`config.mk`:
```
export PLATFORM = sky130hd
export DESIGN_NAME = shot_charge_controller
export DESIGN_NICKNAME = d
export VERILOG_FILES = /design/src/rtl/shot_charge_controller.sv
export SDC_FILE = /design/constraint.sdc
export NUM_CORES = 1
export LEC_CHECK = 0
export CORE_ASPECT_RATIO = 0.9
export CORE_MARGIN = 4
export CORE_UTILIZATION = 25
export DETAILED_ROUTE_END_ITERATION = 10
export GPL_TIMING_DRIVEN = 1
export HOLD_SLACK_MARGIN = 0.1
export MAX_ROUTING_LAYER = met4
export SYNTH_ARGS = -nofsm -noshare
export SYNTH_HDL_FRONTEND = slang
export SYNTH_SLANG_ARGS = --single-unit
```
`constraint.sdc`:
```
create_clock -name clk -period 5.45 [get_ports clk]
set_input_delay 1.09 -clock clk [delete_from_list [all_inputs] [get_ports clk]]
set_output_delay 1.09 -clock clk [all_outputs]
set_load 0.05 [all_outputs]
```
`src/rtl/shot_charge_controller.sv`:
```
// Turns keyboard levels into single-cycle charge/fire pulses for the trajectory block,
// tracking the shot accumulators and gating aim/fire on ball stillness.
module shot_charge_controller #(
  parameter int CHARGE_PERIOD_FRAMES = 4,
  parameter int MAX_CHARGE_STEPS     = 5,
  parameter int STILL_FRAMES         = 3
) (
  input  logic               clk,
  input  logic               resetN,
  input  logic               startOfFrame,
  input  logic               keyUp,
  input  logic               keyDown,
  input  logic               keyLeft,
  input  logic               keyRight,
  input  logic               keyFire,
  input  logic signed [10:0] topLeftX,
  input  logic signed [10:0] topLeftY,
  output logic               chargeUp,
  output logic               chargeDown,
  output logic               chargeLeft,
  output logic               chargeRight,
  output logic               releaseBall,
  output logic               ballStill,
  output logic signed [3:0]  shotPowerX,
  output logic signed [3:0]  shotPowerY,
  output logic [1:0]         shotState
);

  localparam int CW = $clog2(CHARGE_PERIOD_FRAMES + 1);
  localparam int SW = $clog2(STILL_FRAMES + 1);
  localparam int KEY_UP = 0, KEY_DOWN = 1, KEY_LEFT = 2, KEY_RIGHT = 3;
  localparam logic signed [3:0] P_MAX = 4'(MAX_CHARGE_STEPS);
  localparam logic signed [3:0] P_MIN = -P_MAX;

  typedef enum logic [1:0] {MOVING = 2'd0, AIM = 2'd1, FIRE = 2'd2} state_t;
  typedef logic [CW-1:0] cnt_t;

  state_t              state_q, state_d;
  logic [SW-1:0]       still_cnt_q, still_cnt_d;
  logic signed [10:0]  prev_x_q, prev_x_d, prev_y_q, prev_y_d;
  logic                ball_still_q, ball_still_d;
  logic                fire_prev_q, fire_prev_d;
  logic [3:0]          key_prev_q, key_prev_d;
  logic [3:0]          armed_q, armed_d;
  logic [3:0][CW-1:0]  rpt_cnt_q, rpt_cnt_d;
  logic [3:0]          pulse_q, pulse_d;
  logic                release_q, release_d;
  logic signed [3:0]   power_x_q, power_x_d, power_y_q, power_y_d;

  logic [3:0] keys, want, allow;
  logic       fire_edge, x_opp, y_opp;

  always_comb begin
    // NOTE: every variable gets a default first so no path can infer a latch.
    state_d      = state_q;
    still_cnt_d  = still_cnt_q;
    prev_x_d     = prev_x_q;
    prev_y_d     = prev_y_q;
    armed_d      = armed_q;
    rpt_cnt_d    = '0;
    pulse_d      = '0;
    release_d    = 1'b0;
    power_x_d    = power_x_q;
    power_y_d    = power_y_q;
    want         = '0;
    keys         = {keyRight, keyLeft, keyDown, keyUp};
    key_prev_d   = keys;
    fire_prev_d  = keyFire;
    fire_edge    = keyFire & ~fire_prev_q;

    if (startOfFrame) begin
      if (topLeftX == prev_x_q && topLeftY == prev_y_q) begin
        if (still_cnt_q != SW'(STILL_FRAMES)) still_cnt_d = still_cnt_q + SW'(1);
      end else begin
        still_cnt_d = '0;
      end
      prev_x_d = topLeftX;
      prev_y_d = topLeftY;
    end

    for (int i = 0; i < 4; i++) begin
      if (!keys[i]) armed_d[i] = 1'b1;
      if (state_q == AIM && armed_q[i] && keys[i]) begin
        if (!key_prev_q[i]) begin
          want[i]      = 1'b1;
          rpt_cnt_d[i] = cnt_t'(CHARGE_PERIOD_FRAMES);
        end else if (startOfFrame && rpt_cnt_q[i] <= cnt_t'(1)) begin
          want[i]      = 1'b1;
          rpt_cnt_d[i] = cnt_t'(CHARGE_PERIOD_FRAMES);
        end else if (startOfFrame) begin
          rpt_cnt_d[i] = rpt_cnt_q[i] - cnt_t'(1);
        end else begin
          rpt_cnt_d[i] = rpt_cnt_q[i];
        end
      end
    end

    // Opposite keys held together cancel each other; the repeat counters keep running.
    y_opp = keys[KEY_UP] & keys[KEY_DOWN];
    x_opp = keys[KEY_LEFT] & keys[KEY_RIGHT];
    allow[KEY_UP]    = want[KEY_UP]    && !y_opp && (power_y_q < P_MAX);
    allow[KEY_DOWN]  = want[KEY_DOWN]  && !y_opp && (power_y_q > P_MIN);
    allow[KEY_LEFT]  = want[KEY_LEFT]  && !x_opp && (power_x_q < P_MAX);
    allow[KEY_RIGHT] = want[KEY_RIGHT] && !x_opp && (power_x_q > P_MIN);

    case (state_q)
      MOVING: begin
        if (ball_still_q) begin
          state_d = AIM;
          armed_d = ~keys;
        end
      end
      AIM: begin
        if (fire_edge && (power_x_q != 4'sd0 || power_y_q != 4'sd0)) begin
          state_d   = FIRE;
          release_d = 1'b1;
        end else begin
          pulse_d = allow;
          if (allow[KEY_UP])    power_y_d = power_y_q + 4'sd1;
          if (allow[KEY_DOWN])  power_y_d = power_y_q - 4'sd1;
          if (allow[KEY_LEFT])  power_x_d = power_x_q + 4'sd1;
          if (allow[KEY_RIGHT]) power_x_d = power_x_q - 4'sd1;
        end
      end
      default: begin
        state_d     = MOVING;
        power_x_d   = '0;
        power_y_d   = '0;
        still_cnt_d = '0;
      end
    endcase

    ball_still_d = (still_cnt_d == SW'(STILL_FRAMES));
  end

  // NOTE: sequential state uses non-blocking assignments so all flops update together.
  always_ff @(posedge clk or negedge resetN) begin
    if (!resetN) begin
      state_q      <= MOVING;
      still_cnt_q  <= '0;
      prev_x_q     <= '0;
      prev_y_q     <= '0;
      ball_still_q <= 1'b0;
      fire_prev_q  <= 1'b0;
      key_prev_q   <= '0;
      armed_q      <= '0;
      rpt_cnt_q    <= '0;
      pulse_q      <= '0;
      release_q    <= 1'b0;
      power_x_q    <= '0;
      power_y_q    <= '0;
    end else begin
      state_q      <= state_d;
      still_cnt_q  <= still_cnt_d;
      prev_x_q     <= prev_x_d;
      prev_y_q     <= prev_y_d;
      ball_still_q <= ball_still_d;
      fire_prev_q  <= fire_prev_d;
      key_prev_q   <= key_prev_d;
      armed_q      <= armed_d;
      rpt_cnt_q    <= rpt_cnt_d;
      pulse_q      <= pulse_d;
      release_q    <= release_d;
      power_x_q    <= power_x_d;
      power_y_q    <= power_y_d;
    end
  end

  assign chargeUp    = pulse_q[KEY_UP];
  assign chargeDown  = pulse_q[KEY_DOWN];
  assign chargeLeft  = pulse_q[KEY_LEFT];
  assign chargeRight = pulse_q[KEY_RIGHT];
  assign releaseBall = release_q;
  assign ballStill   = ball_still_q;
  assign shotPowerX  = power_x_q;
  assign shotPowerY  = power_y_q;
  assign shotState   = state_q;

endmodule
```
==> impl_metrics.env <==
export IMPL_fin_skew_ps=5.99
export IMPL_initial_utilization_pct=25.7
export IMPL_report_final_slew_viol_count=0
export IMPL_first_iter_violations=95
export IMPL_grt_start_max_net_pins=62
export IMPL_finalNonFillerCells=501
export IMPL_power_density_nw_per_um2=319
export IMPL_antenna_found_initial=0
export IMPL_firstDrtPassIters=4
export IMPL_synth_seq_cells=61
export IMPL_fillers=1232
export IMPL_syn_area_per_cell_um2=11.0
export IMPL_post_place_cells=486
export IMPL_cp_start_kind="primary input"
export IMPL_post_dp_hpwl_um=4750
export IMPL_post_cts_buffers=0
export IMPL_p_leak_nw=1.66
export IMPL_grt_util_all_layers_pct=10.2
export IMPL_clock_sinks=61
export IMPL_worstReg2RegStart="shotState[1]$_DFFE_PN0P_"
export IMPL_hold_end="armed_q[3]$_DFF_PN0_"
export IMPL_wl_per_cell_um=13.1
export IMPL_outcome="finished clean"
export IMPL_ys_types=45
export IMPL_grt_pass1_wl_um=11500
export IMPL_maxCapViolations=0
export IMPL_antenna_cells=0
export IMPL_final_antenna_net_count=0
export IMPL_async_flop_share_pct=100
export IMPL_die_w_um=126
export IMPL_vias=2228
export IMPL_max_freq_mhz=301
export IMPL_viasPerCell=4.45
export IMPL_period_needed_ps=3330
export IMPL_gp_congestion=0.784
export IMPL_reg2reg_slack_ps=2690
export IMPL_hold_path_class="reg -> reg"
export IMPL_htreeDepth=3
export IMPL_io_buffer_count=45
export IMPL_worst_pin_slew_ps=793
export IMPL_die_area_um2=14400
export IMPL_synth_top_area_share_pct=48.7
export IMPL_peakVddDrop_uv=105
export IMPL_crit_arrival_ps=3530
export IMPL_min_from="armed_q[3]$_DFF_PN0_"
export IMPL_syn2layout_area_growth_pct=30.1
export IMPL_setup_viol=0
export IMPL_rsz0062_at_grt="no"
export IMPL_nets=380
export IMPL_slew_headroom_pct=47.1
export IMPL_regArea_um2=1530
export IMPL_synth_seq_area_share_pct=48.7
export IMPL_die_y_um=114
export IMPL_cts_buffers=9
export IMPL_cp_required_ps=5650
export IMPL_fin_crit_sh_pct=61.0
export IMPL_ys_warnings_count=0
export IMPL_synth_top_cell_by_area="dfrtp_1"
export IMPL_wl_um=6540
export IMPL_reg2reg_depth=10
export IMPL_syn_inst=284
export IMPL_multi_input_area_um2=1510
export IMPL_cts_tree="done"
export IMPL_post_cts_resize_count=0
export IMPL_clockBufferDepth=2
export IMPL_fin_ws_ps=2120
export IMPL_io_pins=46
export IMPL_clock_latency_ps=320
export IMPL_core_um2=12200
export IMPL_cts_root_buf="clkbuf_16"
export IMPL_gr_total_overflow=0
export IMPL_synthFlopType="dfrtp_1"
export IMPL_hold_path_depth=2
export IMPL_post_place_ws_ps=1780
export IMPL_clkTransAtPathRegs_ps=60
export IMPL_synth_edff_count=0
export IMPL_cts_hold_buf=0
export IMPL_syn_cell_area_um2=3130
export IMPL_drc_errors=0
export IMPL_hold_violations=0
export IMPL_grt_pass1_vias=2410
export IMPL_rows=38
export IMPL_path_max_fanout=5
export IMPL_drive_above_1_share_pct=14.4
export IMPL_tns_ps=0
export IMPL_synth_net_count=327
export IMPL_crit_path_end_kind="flop"
export IMPL_critPathKind="in -> reg"
export IMPL_r2r_end="shotPowerY[3]$_DFFE_PN0P_"
export IMPL_synthTopCellsByArea="dfrtp_1 (49%), mux2_2 (8.3%), ha_1 (4.8%)"
==> routing by layer <==
metal | vias up | part of all wire [%] | global-route usage [%]
met4 | 0 | 1.3 | 5.29
met1 | 1092 | 46 | 12.6
met2 | 35 | 49 | 16.0
met3 | 6 | 3.1 | 1.91
met5 | - | 0 | -
li1 | 1095 | - | -
==> where the power goes <==
group / switching, mW / internal [mW]
Sequential: 0.0358 / 0.484
Combinational: 0.110 / 0.0986
Clock: 0.199 / 0.374
==> placed cells by master, fill, tap and decap left out, types with 2 or more instances in the layout <==
cell,n
and2_1,2
buf_4,2
clkinv_2,2
nand3_1,5
nand4_1,3
nand2_1,19
o21bai_1,8
and2b_1,2
clkbuf_16,9
xor2_1,9
ha_1,12
nand3b_1,2
nand4b_1,3
mux2i_1,6
inv_1,20
nand2b_1,8
nor2b_1,10
dfrtp_1,61
nor3b_1,2
mux2_2,23
nor2_1,11
clkbuf_8,2
a31o_2,3
a41o_1,3
nor4_1,4
nor3_1,5
a31oi_1,2
o21ai_0,4
a21oi_1,15
or3_1,4
xnor2_1,16
clkdlybuf4s50_1,44
==> state kept, by name, indices dropped and copies added (netlist names), 4 cells and up <==
register	flops
armed_q	4
key_prev_q	4
prev_x_q	11
prev_y_q	11
pulse_q	4
rpt_cnt_q	12
shotPowerX	4
shotPowerY	4
==> cell families after synthesis <==
| kind of cell | share of synthesized area, % |
|---|---|
| AND/OR/NAND/NOR | 15.2 |
| AO/OA/AOI/OAI | 9.99 |
| buffers and inverters | 3.00 |
| adder cells (fa/ha/maj) | 5.43 |
| XOR/XNOR | 6.99 |
| flip-flops | 48.7 |
| multiplexers | 10.7 |
==> per-stage QoR <==
step           util [%]  power (mW)  hold WS, ps  instance area [um2]
3_5_place_dp       31.0       0.740          471                 3770
4_1_cts            33.5        1.33          485                 4070
5_1_grt            33.5        1.37          509                 4070
3_3_place_gp       31.0       0.735          461                 3770
6_report           33.5        1.30          485                 4070
2_1_floorplan         -       0.654          446                 3130
==> final cells by class <==
type	count	share of cell area, %
clock buffers	11	6.20
clock inverters	4	1.17
inverters	20	1.84
multi-input cells	198	37.1
flip-flops and latches	61	37.5
well taps	160	4.91
repair buffers	47	11.3
==> critical path: stages <==
cell	delay [ps]
clkdlybuf4s50_1	520
nand4b_1	200
nor3_1	430
nand2_1	260
inv_1	110
ha_1	260
a31oi_1	240
nor2b_1	170
o2bb2ai_1	70
o211ai_1	90
mux2i_1	90
==> synth_stat cells (2+ instances only) <==
cell type,number
a21oi_1,15
a31o_2,3
a31oi_1,2
a41o_1,3
and2_1,2
and2b_1,2
clkbuf_1,5
dfrtp_1,61
ha_1,12
inv_1,20
mux2_2,23
mux2i_1,6
nand2_1,19
nand2b_1,8
nand3_1,5
nand3b_1,2
nand4_1,3
nand4b_1,3
nor2_1,11
nor2b_1,10
nor3_1,5
nor3b_1,2
nor4_1,4
o21ai_0,4
o21bai_1,8
or3_1,4
xnor2_1,16
xor2_1,9
==> worst max-delay path by stage <==
stage,from,to,slack [ps],cells past startpoint
2_1_floorplan,keyDown,shotPowerY[3]$_DFFE_PN0P_,2630,10
4_1_cts,keyDown,shotPowerY[3]$_DFFE_PN0P_,2140,11
3_3_place_gp,startOfFrame,shotPowerX[3]$_DFFE_PN0P_,1890,9
6_report,keyDown,shotPowerY[3]$_DFFE_PN0P_,2120,11
3_5_place_dp,keyDown,shotPowerY[3]$_DFFE_PN0P_,1780,11
5_1_grt,keyDown,shotPowerY[3]$_DFFE_PN0P_,1780,11
No activity file was read; power rests on OpenSTA's default activity.
==> RTL edit 1, RTL diff (same flow settings) <==
Change the parameter `STILL_FRAMES` from 3 to 6.
--- a/src/rtl/shot_charge_controller.sv
+++ b/src/rtl/shot_charge_controller.sv
@@ -4,5 +4,5 @@
   parameter int CHARGE_PERIOD_FRAMES = 4,
   parameter int MAX_CHARGE_STEPS     = 5,
-  parameter int STILL_FRAMES         = 3
+  parameter int STILL_FRAMES         = 6
 ) (
   input  logic               clk,
Check against the original RTL: not equivalent (a bounded check fails within 4 cycles, from zero or initial values and one cycle with resetN low).
==> RTL edit 1 against the unedited design <==
  * Area after synthesis unchanged
  * Hold slack got worse by 0.019 ns
  * Non-clock buffer count stayed put
  * Cell area is 0.71% higher
  * Total power grew 4.1%
  * Clock power rose by 11%
  * Setup slack got worse by 0.27 ns
  * Wire length up 6.5%
  * Sequential cell count up 1
  * Critical endpoint is now shotPowerX[3]$_DFFE_PN0P_
==> RTL edit 1: results (changes against the unedited design) <==
clkCellAreaFrac_pct: 8.173  # was 7.371%
wl_met2_um: 3370  # was 3228 um
place_area_um2: 3767  # was 3774 um^2
drive_above_1_share_pct: 14.74  # was 14.37%
synthToLayoutAreaGrowth_pct: 31.00  # was 30.08%
holdWs_ns: 0.4655  # was 0.4848 ns
met1_length_um: 3263  # was 3022 um
grt_util_met1_pct: 12.27  # was 12.55%
setup.worst_path.class: "input port to flop"  # unchanged
cpPeakStageDelay_ns: 0.59  # was 0.52 ns
rrSetupSlack_ns: 2.47  # was 2.69 ns
finalCritPeriodShare_pct: 66.05  # was 61.05%
crit_path_start: "keyRight"  # was keyDown
p_leak_nw: 1.721  # was 1.663 nW
clock_buffers: 13  # was 11
multi_input_gates: 205  # was 198
inv_count: 16  # was 20
synth_common_cells: "dfrtp_1, mux2_2, nor2_1, a21oi_1"  # was dfrtp_1, mux2_2, inv_1, nand2_1, xnor2_1
fin_cells: 506  # was 501
drv_slew: 0  # unchanged
r2r-end: "shotPowerX[3]$_DFFE_PN0P_"  # was shotPowerY[3]$_DFFE_PN0P_
track_usage_pct: 10.34  # was 10.19%
grt_max_degree: 63  # was 62
routed_via_density: 4.474  # was 4.447
wl_per_cell_um: 13.77  # was 13.06 um
dp_slack_ns: 1.525  # was 1.784 ns
synth_area_leaders: "dfrtp_1, mux2_2, xor2_1, ha_1, a21oi_1"  # was dfrtp_1, mux2_2, ha_1, xnor2_1, xor2_1
cts_buffer_depth: 2  # unchanged
yosysUniqueCellTypes: 42  # was 45
hold_depth: 1  # was 2
grtUsageMet2_pct: 16.20  # was 16.02%
worstPathArrival_ns: 3.85  # was 3.53 ns
placedCellCount: 490  # was 486
multi_input_area_share_pct: 36.44  # was 37.10%
cp_top_family: "buffers and inverters"  # was simple AND/OR/NAND/NOR gates
gp_congestion: 0.7600  # was 0.7835
holdPathEnd: "rpt_cnt_q[8]$_DFFE_PN0P_"  # was armed_q[3]$_DFF_PN0_
nFlopsAndLatches: 62  # was 61
ys_seq_area_share_pct: 49.54  # was 48.74%
fillers: 1264  # was 1232
top_layer: "met4"  # unchanged
grtUsageMet3_pct: 3.078  # was 1.912%
peakVddDrop_uv: 157.7  # was 105.2 uV
synth_fp_nets: 333  # was 327
outcome: "completed"  # unchanged
avgSynthCellArea_um2: 10.84  # was 11.03 um^2
finClkSkew_ns: 0.002977  # was 0.005993 ns
worst_pin_slew_ns: 0.7984  # was 0.7932 ns
grt_pass1_wl_um: 11200  # was 11530 um
wl_met3_um: 191  # was 206 um
min_from: "key_prev_q[2]$_DFF_PN0_"  # was armed_q[3]$_DFF_PN0_
drt-initial-drc-count: 128  # was 95
grt_pass1_vias: 2263  # was 2410
layout.nonclk_buf_share_pct: 11.22  # was 11.30%
numCtsBuffers: 9  # unchanged
sh_seq_area_pct: 37.82  # was 37.47%
async_reset_ff_share_pct: 100.0  # unchanged
dp_hpwl_um: 4948  # was 4749 um
RTL edit 1: kinds of logic (layout without fill, tap and decap cells):
| group | count (synthesis) | after routing | share of synthesized area [%] |
|---|---|---|---|
| flip-flops | 62 | 62 | 49.54 |
| AND/OR/NAND/NOR | 92 | 92 | 15.02 |
| XOR/XNOR | 27 | 27 | 7.551 |
| AO/OA/AOI/OAI | 46 | 46 | 10.11 |
| multiplexers | 26 | 26 | 9.229 |
| buffers and inverters | 22 | 79 | 2.717 |
| adder cells (fa/ha/maj) | 14 | 14 | 5.833 |
RTL edit 1: power by group:
group / switching (W) / internal, W / total, W / leakage, nW
sequential: 0.0000316 / 0.000491 / 0.000523 / 0.773
combinational: 0.000109 / 0.0000876 / 0.000197 / 0.782
clock: 0.000198 / 0.000437 / 0.000635 / 0.166
total: 0.000339 / 0.00102 / 0.00135 / 1.72
==> RTL edit 2, RTL diff (same flow settings) <==
Made on the original files. Make the reset (`resetN`) synchronous in one clocked block.
--- a/src/rtl/shot_charge_controller.sv
+++ b/src/rtl/shot_charge_controller.sv
@@ -135,5 +135,5 @@
 
   // NOTE: sequential state uses non-blocking assignments so all flops update together.
-  always_ff @(posedge clk or negedge resetN) begin
+  always_ff @(posedge clk) begin
     if (!resetN) begin
       state_q      <= MOVING;
Function: differs if resetN is asserted again (counterexample within 4 cycles, from zero or initial values and one cycle with resetN low); with resetN held inactive, the same outputs for 10 cycles.
==> RTL edit 2 against the unedited design <==
  * Wire length fell by 0.31%
  * Fmax grew 0.87%
  * Setup slack better by 0.029 ns
  * Sequential share of layout area down 5.8 points
  * Area after synthesis is 8.0% lower
  * Final cell count increased by 2.8%
  * Sequential cell count unchanged
  * Cell area is 5.3% lower
Power is not compared: it rests on default switching activity, and its combinational part moved more than twofold at a synthesized area within 25%.
==> RTL edit 2: results (changes against the unedited design) <==
slew_headroom_pct: 29.79  # was 47.12%
nets: 402  # was 380
r2r-end: "shotPowerX[3]$_SDFFE_PN0P_"  # was shotPowerY[3]$_DFFE_PN0P_
slowest_stage: "or4_1"  # was clkdlybuf4s50_1
ff2ff_path_depth: 11  # was 10
min_from: "still_cnt_q[1]$_SDFF_PN0_"  # was armed_q[3]$_DFF_PN0_
finClkSkew_ns: 0.008288  # was 0.005993 ns
outcome: "completed"  # unchanged
crit_path_start: "startOfFrame"  # was keyDown
drt-initial-drc-count: 125  # was 95
cp_max_fo: 40  # was 5
grt_pass1_wl_um: 10660  # was 11530 um
yosysUniqueCellTypes: 44  # was 45
crit_end: "shotPowerY[3]$_SDFFE_PN0P_"  # was shotPowerY[3]$_DFFE_PN0P_
cp_top_family: "buffers and inverters"  # was simple AND/OR/NAND/NOR gates
routed_via_density: 4.406  # was 4.447
gp_congestion: 0.8240  # was 0.7835
layout_setup_ws_ns: 2.152  # was 2.123 ns
fin_cells: 515  # was 501
clock_buffers: 10  # was 11
synth-compound-area-share_pct: 11.33  # was 9.988%
placedCellCount: 499  # was 486
holdWs_ns: 0.4468  # was 0.4848 ns
synth_xor_area_share_pct: 10.33  # was 6.992%
dieArea_um2: 13320  # was 14380 um^2
grt_pass1_vias: 2227  # was 2410
muxShareOfSynthArea_pct: 9.375  # was 10.67%
nFlopsAndLatches: 61  # unchanged
async_reset_ff_share_pct: 0  # was 100.0%
ys_seq_area_share_pct: 42.36  # was 48.74%
dp_slack_ns: 1.795  # was 1.784 ns
sh_seq_area_pct: 31.65  # was 37.47%
buffers: 46  # was 47
place_area_um2: 3495  # was 3774 um^2
grt_max_degree: 41  # was 62
synth_common_cells: "dfxtp_1, nor2_1, mux2i_1, xnor2_1, inv_1"  # was dfrtp_1, mux2_2, inv_1, nand2_1, xnor2_1
wl_per_cell_um: 12.66  # was 13.06 um
synth_adder_area_share_pct: 6.597  # was 5.433%
multi_input_gates: 220  # was 198
dp_hpwl_um: 4859  # was 4749 um
clkCellAreaFrac_pct: 9.436  # was 7.371%
worstPathArrival_ns: 3.51  # was 3.53 ns
regToRegStartpoint: "rpt_cnt_q[9]$_SDFFE_PP0P_"  # was shotState[1]$_DFFE_PN0P_
holdPathEnd: "ballStill$_SDFF_PN0_"  # was armed_q[3]$_DFF_PN0_
## RTL edit 2: cell types whose count changed after synthesis, moves of 5 or more
cell | unedited run | this run
a211oi_1 | 1 | 8
a21oi_1 | 15 | 10
dfrtp_1 | 61 | 0
dfxtp_1 | 0 | 61
mux2_2 | 23 | 0
mux2i_1 | 6 | 27
nand2b_1 | 8 | 3
nand4_1 | 3 | 8
nor2_1 | 11 | 47
nor2b_1 | 10 | 2
o21bai_1 | 8 | 2
xnor2_1 | 16 | 27
## RTL edit 2: routing by layer
| layer | up-vias | track usage [%] | share of wire [%] |
|---|---|---|---|
| li1 | 1161 | - | - |
| met1 | 1041 | 12.92 | 49 |
| met2 | 56 | 16.18 | 45 |
| met3 | 11 | 3.549 | 5.4 |
| met4 | 0 | 4.080 | 1.0 |
| met5 | - | - | 0 |
